<file path="src/rtl/muldiv_pkg.sv">
// Shared constants and types for the ALU control / multiply-divide unit.
package muldiv_pkg;

    // R-type funct codes
    localparam logic [5:0] FN_ADD   = 6'b100000;
    localparam logic [5:0] FN_SUB   = 6'b100010;
    localparam logic [5:0] FN_AND   = 6'b100100;
    localparam logic [5:0] FN_OR    = 6'b100101;
    localparam logic [5:0] FN_XOR   = 6'b100110;
    localparam logic [5:0] FN_NOR   = 6'b100111;
    localparam logic [5:0] FN_SLT   = 6'b101010;
    localparam logic [5:0] FN_SLTU  = 6'b101011;
    localparam logic [5:0] FN_MFHI  = 6'b010000;
    localparam logic [5:0] FN_MTHI  = 6'b010001;
    localparam logic [5:0] FN_MFLO  = 6'b010010;
    localparam logic [5:0] FN_MTLO  = 6'b010011;
    localparam logic [5:0] FN_MULT  = 6'b011000;
    localparam logic [5:0] FN_MULTU = 6'b011001;
    localparam logic [5:0] FN_DIV   = 6'b011010;
    localparam logic [5:0] FN_DIVU  = 6'b011011;

    // ALU operation select encodings
    localparam logic [3:0] ALU_AND  = 4'b0000;
    localparam logic [3:0] ALU_OR   = 4'b0001;
    localparam logic [3:0] ALU_ADD  = 4'b0010;
    localparam logic [3:0] ALU_XOR  = 4'b0011;
    localparam logic [3:0] ALU_SUB  = 4'b0110;
    localparam logic [3:0] ALU_SLT  = 4'b0111;
    localparam logic [3:0] ALU_SLTU = 4'b1000;
    localparam logic [3:0] ALU_NOR  = 4'b1100;

    typedef enum logic [1:0] {IDLE, RUN, FIX} state_e;

    // Order matches funct[1:0] of the mult/div group.
    typedef enum logic [1:0] {OP_MULT, OP_MULTU, OP_DIV, OP_DIVU} mdu_op_e;

    function automatic logic is_muldiv_fn(input logic [5:0] fn);
        return (fn == FN_MULT) || (fn == FN_MULTU) || (fn == FN_DIV) || (fn == FN_DIVU);
    endfunction

    function automatic logic is_mdu_fn(input logic [5:0] fn);
        return is_muldiv_fn(fn) || (fn == FN_MTHI) || (fn == FN_MTLO) ||
               (fn == FN_MFHI) || (fn == FN_MFLO);
    endfunction

endpackage

</file>
<file path="src/rtl/muldiv_core.sv">
// Iterative datapath: shift-add multiply and restoring divide on operand
// magnitudes, with the sign correction applied combinationally on the result.
module muldiv_core
    import muldiv_pkg::*;
#(
    parameter int WIDTH = 32
) (
    input  logic             clk,
    input  logic             reset,
    input  logic             start,
    input  logic             step,
    input  mdu_op_e          op,
    input  logic [WIDTH-1:0] a,
    input  logic [WIDTH-1:0] b,
    output logic [WIDTH-1:0] res_hi,
    output logic [WIDTH-1:0] res_lo
);

    mdu_op_e          op_q;
    logic             neg_q;
    logic             neg_r;
    logic             div0;
    logic [WIDTH-1:0] a_q;
    logic [WIDTH-1:0] m_q;
    logic [WIDTH-1:0] p_hi;
    logic [WIDTH-1:0] p_lo;

    logic             op_signed;
    logic             op_mul;
    logic [WIDTH-1:0] mag_a;
    logic [WIDTH-1:0] mag_b;
    logic [WIDTH-1:0] addend;
    logic [WIDTH:0]   sum;
    logic [WIDTH:0]   shifted;
    logic [WIDTH:0]   diff;
    logic [WIDTH-1:0] nxt_hi;
    logic [WIDTH-1:0] nxt_lo;
    logic [2*WIDTH-1:0] prod;

    assign op_signed = (op == OP_MULT) || (op == OP_DIV);
    assign mag_a     = (op_signed && a[WIDTH-1]) ? -a : a;
    assign mag_b     = (op_signed && b[WIDTH-1]) ? -b : b;
    assign op_mul    = (op_q == OP_MULT) || (op_q == OP_MULTU);

    // One iteration: multiply adds m_q into the upper half and shifts right;
    // divide shifts the remainder left and keeps the trial difference if it
    // did not borrow. p_hi/p_lo are shared as {acc,multiplier} or {rem,quo}.
    always_comb begin
        addend  = p_lo[0] ? m_q : '0;
        sum     = {1'b0, p_hi} + {1'b0, addend};
        shifted = {p_hi, p_lo[WIDTH-1]};
        diff    = shifted - {1'b0, m_q};
        nxt_hi  = p_hi;
        nxt_lo  = p_lo;
        if (op_mul) begin
            nxt_hi = sum[WIDTH:1];
            nxt_lo = {sum[0], p_lo[WIDTH-1:1]};
        end else if (!diff[WIDTH]) begin
            nxt_hi = diff[WIDTH-1:0];
            nxt_lo = {p_lo[WIDTH-2:0], 1'b1};
        end else begin
            nxt_hi = shifted[WIDTH-1:0];
            nxt_lo = {p_lo[WIDTH-2:0], 1'b0};
        end
    end

    // Operand capture on start, one iteration per step cycle.
    always_ff @(posedge clk or posedge reset) begin
        if (reset) begin
            op_q  <= OP_MULT;
            neg_q <= 1'b0;
            neg_r <= 1'b0;
            div0  <= 1'b0;
            a_q   <= '0;
            m_q   <= '0;
            p_hi  <= '0;
            p_lo  <= '0;
        end else if (start) begin
            op_q  <= op;
            neg_q <= op_signed && (a[WIDTH-1] ^ b[WIDTH-1]);
            neg_r <= op_signed && a[WIDTH-1];
            div0  <= (b == '0);
            a_q   <= a;
            p_hi  <= '0;
            if ((op == OP_MULT) || (op == OP_MULTU)) begin
                m_q  <= mag_a;
                p_lo <= mag_b;
            end else begin
                m_q  <= mag_b;
                p_lo <= mag_a;
            end
        end else if (step) begin
            p_hi <= nxt_hi;
            p_lo <= nxt_lo;
        end
    end

    // Sign fix; divide-by-zero returns the raw dividend and an all-ones quotient.
    always_comb begin
        prod   = {p_hi, p_lo};
        res_hi = p_hi;
        res_lo = p_lo;
        if (op_mul) begin
            if (neg_q) prod = -prod;
            res_hi = prod[2*WIDTH-1:WIDTH];
            res_lo = prod[WIDTH-1:0];
        end else if (div0) begin
            res_hi = a_q;
            res_lo = '1;
        end else begin
            res_hi = neg_r ? -p_hi : p_hi;
            res_lo = neg_q ? -p_lo : p_lo;
        end
    end

endmodule

</file>
<file path="src/rtl/alu_muldiv_ctl.sv">
// ALU control decode plus multiply/divide sequencing and the HI/LO registers.
//   state | meaning
//   IDLE  | accepting commands; mthi/mtlo write here
//   RUN   | one datapath iteration per cycle, counter WIDTH-1 down to 0
//   FIX   | signed result ready; HI/LO written on the exit edge
module alu_muldiv_ctl
    import muldiv_pkg::*;
#(
    parameter int WIDTH = 32
) (
    input  logic             clk,
    input  logic             reset,
    input  logic [1:0]       ALUOp,
    input  logic [5:0]       funct,
    input  logic             valid,
    input  logic [WIDTH-1:0] a,
    input  logic [WIDTH-1:0] b,
    output logic [3:0]       ALUCtl,
    output logic             busy,
    output logic             stall,
    output logic             done,
    output logic [WIDTH-1:0] hi,
    output logic [WIDTH-1:0] lo
);

    localparam int CW = $clog2(WIDTH);

    state_e           state;
    state_e           next_state;
    logic [CW-1:0]    count;
    logic             r_type;
    logic             start;
    logic             wr_hi;
    logic             wr_lo;
    logic [WIDTH-1:0] res_hi;
    logic [WIDTH-1:0] res_lo;

    assign r_type = valid && (ALUOp == 2'b10);
    assign busy   = (state != IDLE);
    assign stall  = r_type && is_mdu_fn(funct) && busy;
    assign start  = r_type && is_muldiv_fn(funct) && (state == IDLE);
    assign wr_hi  = r_type && (funct == FN_MTHI) && (state == IDLE);
    assign wr_lo  = r_type && (funct == FN_MTLO) && (state == IDLE);

    // ALU operation select, independent of the MDU state.
    always_comb begin
        ALUCtl = ALU_AND;
        case (ALUOp)
            2'b00: ALUCtl = ALU_ADD;
            2'b01: ALUCtl = ALU_SUB;
            2'b11: ALUCtl = ALU_OR;
            default: begin
                case (funct)
                    FN_ADD:  ALUCtl = ALU_ADD;
                    FN_SUB:  ALUCtl = ALU_SUB;
                    FN_AND:  ALUCtl = ALU_AND;
                    FN_OR:   ALUCtl = ALU_OR;
                    FN_XOR:  ALUCtl = ALU_XOR;
                    FN_SLT:  ALUCtl = ALU_SLT;
                    FN_SLTU: ALUCtl = ALU_SLTU;
                    FN_NOR:  ALUCtl = ALU_NOR;
                    default: ALUCtl = ALU_AND;
                endcase
            end
        endcase
    end

    // Next-state logic.
    always_comb begin
        next_state = state;
        case (state)
            IDLE:    if (start) next_state = RUN;
            RUN:     if (count == '0) next_state = FIX;
            FIX:     next_state = IDLE;
            default: next_state = IDLE;
        endcase
    end

    // State, iteration counter, done pulse and HI/LO registers.
    always_ff @(posedge clk or posedge reset) begin
        if (reset) begin
            state <= IDLE;
            count <= '0;
            done  <= 1'b0;
            hi    <= '0;
            lo    <= '0;
        end else begin
            state <= next_state;
            done  <= (state == FIX);
            if (start) begin
                count <= CW'(WIDTH - 1);
            end else if ((state == RUN) && (count != '0)) begin
                count <= count - CW'(1);
            end
            if (state == FIX) begin
                hi <= res_hi;
                lo <= res_lo;
            end else begin
                if (wr_hi) hi <= a;
                if (wr_lo) lo <= a;
            end
        end
    end

    muldiv_core #(.WIDTH(WIDTH)) u_core (
        .clk    (clk),
        .reset  (reset),
        .start  (start),
        .step   (state == RUN),
        .op     (mdu_op_e'(funct[1:0])),
        .a      (a),
        .b      (b),
        .res_hi (res_hi),
        .res_lo (res_lo)
    );

endmodule

</file>
<file path="config.mk">
export PLATFORM = sky130hd
export DESIGN_NAME = alu_muldiv_ctl
export DESIGN_NICKNAME = d
export VERILOG_FILES = /design/src/rtl/muldiv_pkg.sv /design/src/rtl/muldiv_core.sv /design/src/rtl/alu_muldiv_ctl.sv
export SDC_FILE = /design/constraint.sdc
export NUM_CORES = 1
export LEC_CHECK = 0
export ABC_AREA = 1
export BUFFER_PORTS_ARGS = -buffer_cell sky130_fd_sc_hd__buf_2
export CORE_MARGIN = 2
export CORE_UTILIZATION = 51
export CTS_CLUSTER_DIAMETER = 80
export DETAILED_ROUTE_END_ITERATION = 6
export HOLD_SLACK_MARGIN = 0.03
export PLACE_DENSITY_LB_ADDON = 0.1
export SYNTH_ARGS = -nofsm -noshare
export SYNTH_HDL_FRONTEND = slang
export SYNTH_SLANG_ARGS = --single-unit
</file>
<file path="constraint.sdc">
create_clock -name clk -period 7.6 [get_ports clk]
set_input_delay 1.14 -clock clk [delete_from_list [all_inputs] [get_ports clk]]
set_output_delay 1.14 -clock clk [all_outputs]
set_load 0.005 [all_outputs]
</file>
# Yosys cells after proc, flatten, opt, wreduce, memory -nomap -nowiden
# Cells that the tools add are included.
[word_totals]
ff_bits = 205
word_cells = 114
out_inout_bits = 71
in_bits = 75
[classes]
n_reduce_logical = 36
n_eq_ne = 25
bitwise_logic = 1
add_sub_neg = 8
n_mux = 31
[ops]
columns = ["operator", "n"]
rows = [
  ["2-to-1 mux 32 bit", 22],
  ["negation 32 bit", 4],
  ["2-to-1 mux 64 bit", 1],
  ["negation 64 bit", 1],
  ["== test 6 x 5 -> 1 bit, second input constant", 8],
  ["== test 6 bit, second input constant", 7],
  ["adder 32 x 32 -> 33 bit", 1],
  ["subtractor 33 x 32 -> 33 bit", 1],
  ["zero test 32 bit", 1],
  ["one-hot mux 4 bit (7 select lines)", 1],
  ["logical AND 1 bit", 13],
  ["one-hot mux 4 bit (3 select lines)", 1],
  ["logical OR 1 bit", 10],
  ["2-to-1 mux 5 bit", 2],
  ["nonzero test 2 bit", 5],
  ["== test 2 x 1 -> 1 bit, second input constant", 4],
  ["== test 2 bit, second input constant", 4],
  ["zero test 2 bit", 4],
  ["zero test 5 bit", 1],
  ["nonzero test 5 bit", 1],
  ["subtractor 5 x 1 -> 5 bit, second input constant", 1],
  ["2-to-1 mux 2 bit", 2],
  ["inequality test 2 bit, second input constant", 2],
  ["one-hot mux 2 bit (2 select lines)", 1],
  ["other kinds (3)", 3],
]

# Longest topological paths before layout
[depth]
word_depth = 10
mapped_depth = 20
depth_no_buf = 18

# Cells and area by module
# Synthesis repeated with hierarchy kept, for this count alone.
[unflattened]
hier_cells = 3412
area_unflattened_um2 = 20368.3
[by_module_without_submodules]
columns = ["module", "n_inst", "cells_each", "seq_area_each_um2", "area_per_inst_um2"]
rows = [
  ["muldiv_core", 1, 2862, 3303.2, 16517.1],
  ["alu_muldiv_ctl", 1, 550, 1801.7, 3851.2],
]

# Worst setup path after synthesis
# No wires, ideal clock.
[synth_path]
kind = "in2out"
start = "in funct[5]"
end = "out ALUCtl[0]"
n_path_buf = 0
path_slack_ns = 4.667
stages = 6
t_arrival_ns = 1.793
t_required_ns = 6.460
path_cell_list = "inv_1 -> nor2_1 -> inv_1 -> nor3_1 -> nand2_1 -> a31oi_1"
[synth_via]
elab_chain_len = 3
word_cells_on_any_way = 9
cone_classes = "7 x eq/ne; 2 x mux"
[synth_lines]
columns = ["element", "line", "text"]
rows = [
  ["start: declaration", "alu_muldiv_ctl.sv:14", "input logic [5:0] funct,"],
  ["== test 6 bit", "alu_muldiv_ctl.sv:53", "case (funct)"],
  ["one-hot mux 4 bit (7 select lines) (*)", "alu_muldiv_ctl.sv:53", ""],
  ["one-hot mux 4 bit (3 select lines) (*)", "alu_muldiv_ctl.sv:48", "case (ALUOp)"],
  ["end: declaration", "alu_muldiv_ctl.sv:18", "output logic [3:0] ALUCtl,"],
]
# Every way passes the cells marked *; elsewhere a longest branch is shown, timed or not.

# Worst setup path after layout
[layout_path]
start = "reg u_core.p_lo[0]"
end = "reg u_core.p_hi[27]"
[layout_via]
elab_chain_len = 5
[layout_lines]
columns = ["element", "line", "text"]
rows = [
  ["start: declaration", "muldiv_core.sv:26", "logic [WIDTH-1:0] p_lo;"],
  ["start signal: assignment", "muldiv_core.sv:87", "p_lo <= mag_b;"],
  ["start signal: assignment", "muldiv_core.sv:90", "p_lo <= mag_a;"],
  ["start signal: assignment", "muldiv_core.sv:94", "p_lo <= nxt_lo;"],
  ["2-to-1 mux 32 bit", "muldiv_core.sv:49", "addend = p_lo[0] ? m_q : '0;"],
  ["adder 32 x 32 -> 33 bit", "muldiv_core.sv:50", "sum = {1'b0, p_hi} + {1'b0, addend};"],
  ["2-to-1 mux 32 bit", "muldiv_core.sv:55", "if (op_mul) begin"],
  ["2-to-1 mux 32 bit", "muldiv_core.sv:92", "end else if (step) begin"],
  ["2-to-1 mux 32 bit", "muldiv_core.sv:78", "end else if (start) begin"],
  ["end signal: assignment", "muldiv_core.sv:93", "p_hi <= nxt_hi;"],
  ["end: declaration", "muldiv_core.sv:25", "logic [WIDTH-1:0] p_hi;"],
]
# Every way passes these cells. The select of a mux whose other input is x is not followed.
# A chain may end at the register's enable or synchronous reset.

==> impl_metrics.yaml <==
clocking:
  ctsHoldBuffers: 0
  cts_setup_buffers: 0
  clk_pin_slew_worst_paths_ns: 0.06
  cts_made_buffers: 27
  post_cts_resize_count: 0
  clock-sinks: 204
  clock-root-buffer: "clkbuf_16"
  h-tree-depth: 1
  insertion_delay_ns: 0.58
  cts_buffer_depth: 3
  cts_tree: "built"
routing:
  drt_iter0_markers: 3160
  via_count: 23810
  vias_per_cell: 6.009
  drc: 0
  wl_per_cell_um: 22.58
  ant_nets: 0
  firstDrtPassIters: 6
  routed_wl_um: 89450
synthesis:
  synth_commonest_cells: "nand2_1, inv_1, nor2_1, nand3_1, o21ai_0"
  syn_area_per_cell_um2: 5.942
  synth-xor-area-share_pct: 3.030
  async_flop_share_pct: 100.0
  synth-adder-area-share_pct: 4.593
  synth_top_area_cell: "dfrtp_1"
  synth_most_common_cell: "nand2_1"
  synth_top_area_share_pct: 25.60
  synth_area_um2: 19940
  synth_compound_area_share_pct: 15.63
  ys.flop_type: "dfrtp_1"
  ys_seq_area_share_pct: 25.60
  synth_area_leaders: "dfrtp_1, nand2_1, inv_1"
  synthSimpleGateAreaFrac_pct: 39.14
  netlist_instances: 3356
  synth_top_family_by_area: "simple AND/OR/NAND/NOR gates"
  yosys_warnings: 0
  syn_nets: 3503
  synth_mux_area_share_pct: 0
  ys_seq_elements: 204
  synth.distinct_cells: 56
  synth_edf_count: 0
floorplanning:
  core_um2: 38650
  die-width_um: 201.7
  num_rows: 72
  io_pins: 146
  dieHeight_um: 201.7
  initial_core_util_pct: 51.60
  die-area_um2: 40700
sta:
  finalCriticalPeriod_ns: 3.812
  setup_tns_ns: 0
  worst_slew_pin_slew_ns: 1.263
  hold_violations: 0
  max_slew_margin_pct: 15.69
  setup_viol: 0
  clock.fmax_ghz: 0.2623
  post-route-period-util_pct: 50.16
  rsz0062_at_grt: "no"
  slew_violations: 0
  worst_clock_skew_ns: 0.01075
finish:
  drive_gt1_share_pct: 8.365
  area.growth.synth_to_final_pct: 9.154
  stdcell_area_um2: 21770
  nNetsFinal: 3571
  layout.cells.non_filler: 3962
pwr:
  total_power_uw: 9166
  ir_drop_mv: 0.3273
  leakage_uw: 0.01154
  p_per_area_nw_per_um2: 421.1
placed_design:
  dpl.hpwl_um: 69730
  placed_cells: 3913
  gp_congestion: 1.054
  place_area_um2: 20920
  io_buffers: 145
worst_setup_path:
  cp_slowest_cell: "dfrtp_1"
  r2r-start: "u_core.p_lo[0]"
  crit_path_end_kind: "flip-flop"
  cp_data_arrival_time_ns: 4.28
  crit_required_ns: 8.06
  path_common_cell: "nand2_1"
  crit_start: "u_core.p_lo[0]"
  cp_cell_sequence: "buf_4 > nand2_1 > inv_1 > ha_1 > inv_1 > fa_1 > inv_1 > nand2_1 > o21ai_0 > nand2_1 > nand3_1 > nand2_1 > nand3_1 > nand2_1 > nor2_1 > nor2_1 > nand2_1 > nand2_1"
  critical_path_class: "reg2reg"
  crit_fanout: 18
  start_kind: "flip-flop"
  max_stage_delay_ns: 0.82
run_status:
  outcome: "complete, no violations"
global_routing:
  antenna_found_initial: 3
  grt_use_total_pct: 43.07
  gr-total-overflow: 0
  first_global_vias: 22060
  grt_first_pass_wirelength_um: 133100
  grt_max_degree: 126
worst_hold_path:
  worstHoldStart: "lo[25]"
  min_path_type: "reg2reg"
flow_run:
  cap_violations: 0
-- cells by family after synthesis --
| group | after synthesis |
|---|---|
| simple gates | 1865 |
| fa+ha+maj | 72 |
| flops | 204 |
| xor+xnor | 69 |
| buf+inv | 613 |
| compound gates | 533 |
-- stage by stage --
step	hold slack, ns	setup slack, ns	utilization (%)
5_1_grt	0.5044	3.589	56.32
4_1_cts	0.4840	3.934	56.32
2_1_floorplan	0.4479	0.8926	-
3_5_place_dp	0.4635	3.626	54.13
6_report	0.4837	3.788	56.33
3_3_place_gp	0.4652	3.773	54.13
-- layout make-up --
class                      instances  area [µm²]
multi-input combinational       2539       12470
sequential                       204        5107
fill                            3928       16880
tap                              518       648.1
clock inverter                    11       101.3
antenna                            1       2.502
inverter                         491        1852
clock buffer                      37       743.2
timing repair buffer             161       845.8
-- cells in the final DEF, fill, tap and decap left out, types with 21 or more instances in the layout --
cell type | synthesis | layout
nand2_1 | 1112 | 1112
a221oi_1 | 21 | 21
o21ai_1 | 21 | 21
o211ai_1 | 65 | 65
ha_1 | 70 | 70
xor2_1 | 59 | 59
nand4_1 | 35 | 35
clkbuf_16 | 0 | 27
buf_2 | 28 | 145
nand3_1 | 282 | 282
nor2_1 | 310 | 308
o21ai_0 | 205 | 205
nor3_1 | 44 | 44
a21oi_1 | 147 | 147
inv_1 | 473 | 472
dfrtp_1 | 204 | 202
-- path summary, 6_finish.rpt --
check | endpoint | slack, ns | depth (start not counted)
worst max-delay path | u_core.p_hi[27] | 3.79 | 18
worst min-delay path | lo[25] | 0.48 | 2
worst max register to register | u_core.p_hi[27] | 3.79 | 18
worst min register to register | lo[25] | 0.48 | 2
max in group asynchronous | u_core.op_q[1] | 5.04 | 3
min in group asynchronous | lo[13] | 0.79 | 2
-- critical path: cells and delay by family, from the launching register on --
kind / cells / cell delay (ns)
AOI/OAI and AO/OA: 1 / 0.56
adders and majority gates: 2 / 0.56
DFF: 1 / 0.82
buffers and inverters: 4 / 0.58
and+or+nand+nor: 11 / 1.17
-- layer usage --
layer / global-route usage [%] / vias to the layer above / routed length, µm
li1: - / 10930 / -
met1: 55.47 / 11150 / 35170
met2: 65.20 / 1432 / 37590
met3: 10.61 / 295 / 9905
met4: 26.13 / 6 / 6740
met5: 0 / - / 40
-- where the power goes --
part           total [µW]  leakage [µW]  switching (µW)  internal [µW]
Sequential           2240       0.00245             728           1510
Clock                1280      0.000414             558            719
Combinational        5650       0.00868            3880           1770
Total                9170        0.0115            5160           4000
-- state kept, by name, summed over array words and instances, names as in the netlist --
signal and flops:
hi 32, lo 32, u_core.a_q 32, u_core.m_q 32
u_core.p_hi 32, u_core.p_lo 32, count 5, state 2
done 1, u_core.div0 1, u_core.neg_q 1, u_core.neg_r 1
u_core.op_q 1
(Power assumes the default switching activity.)
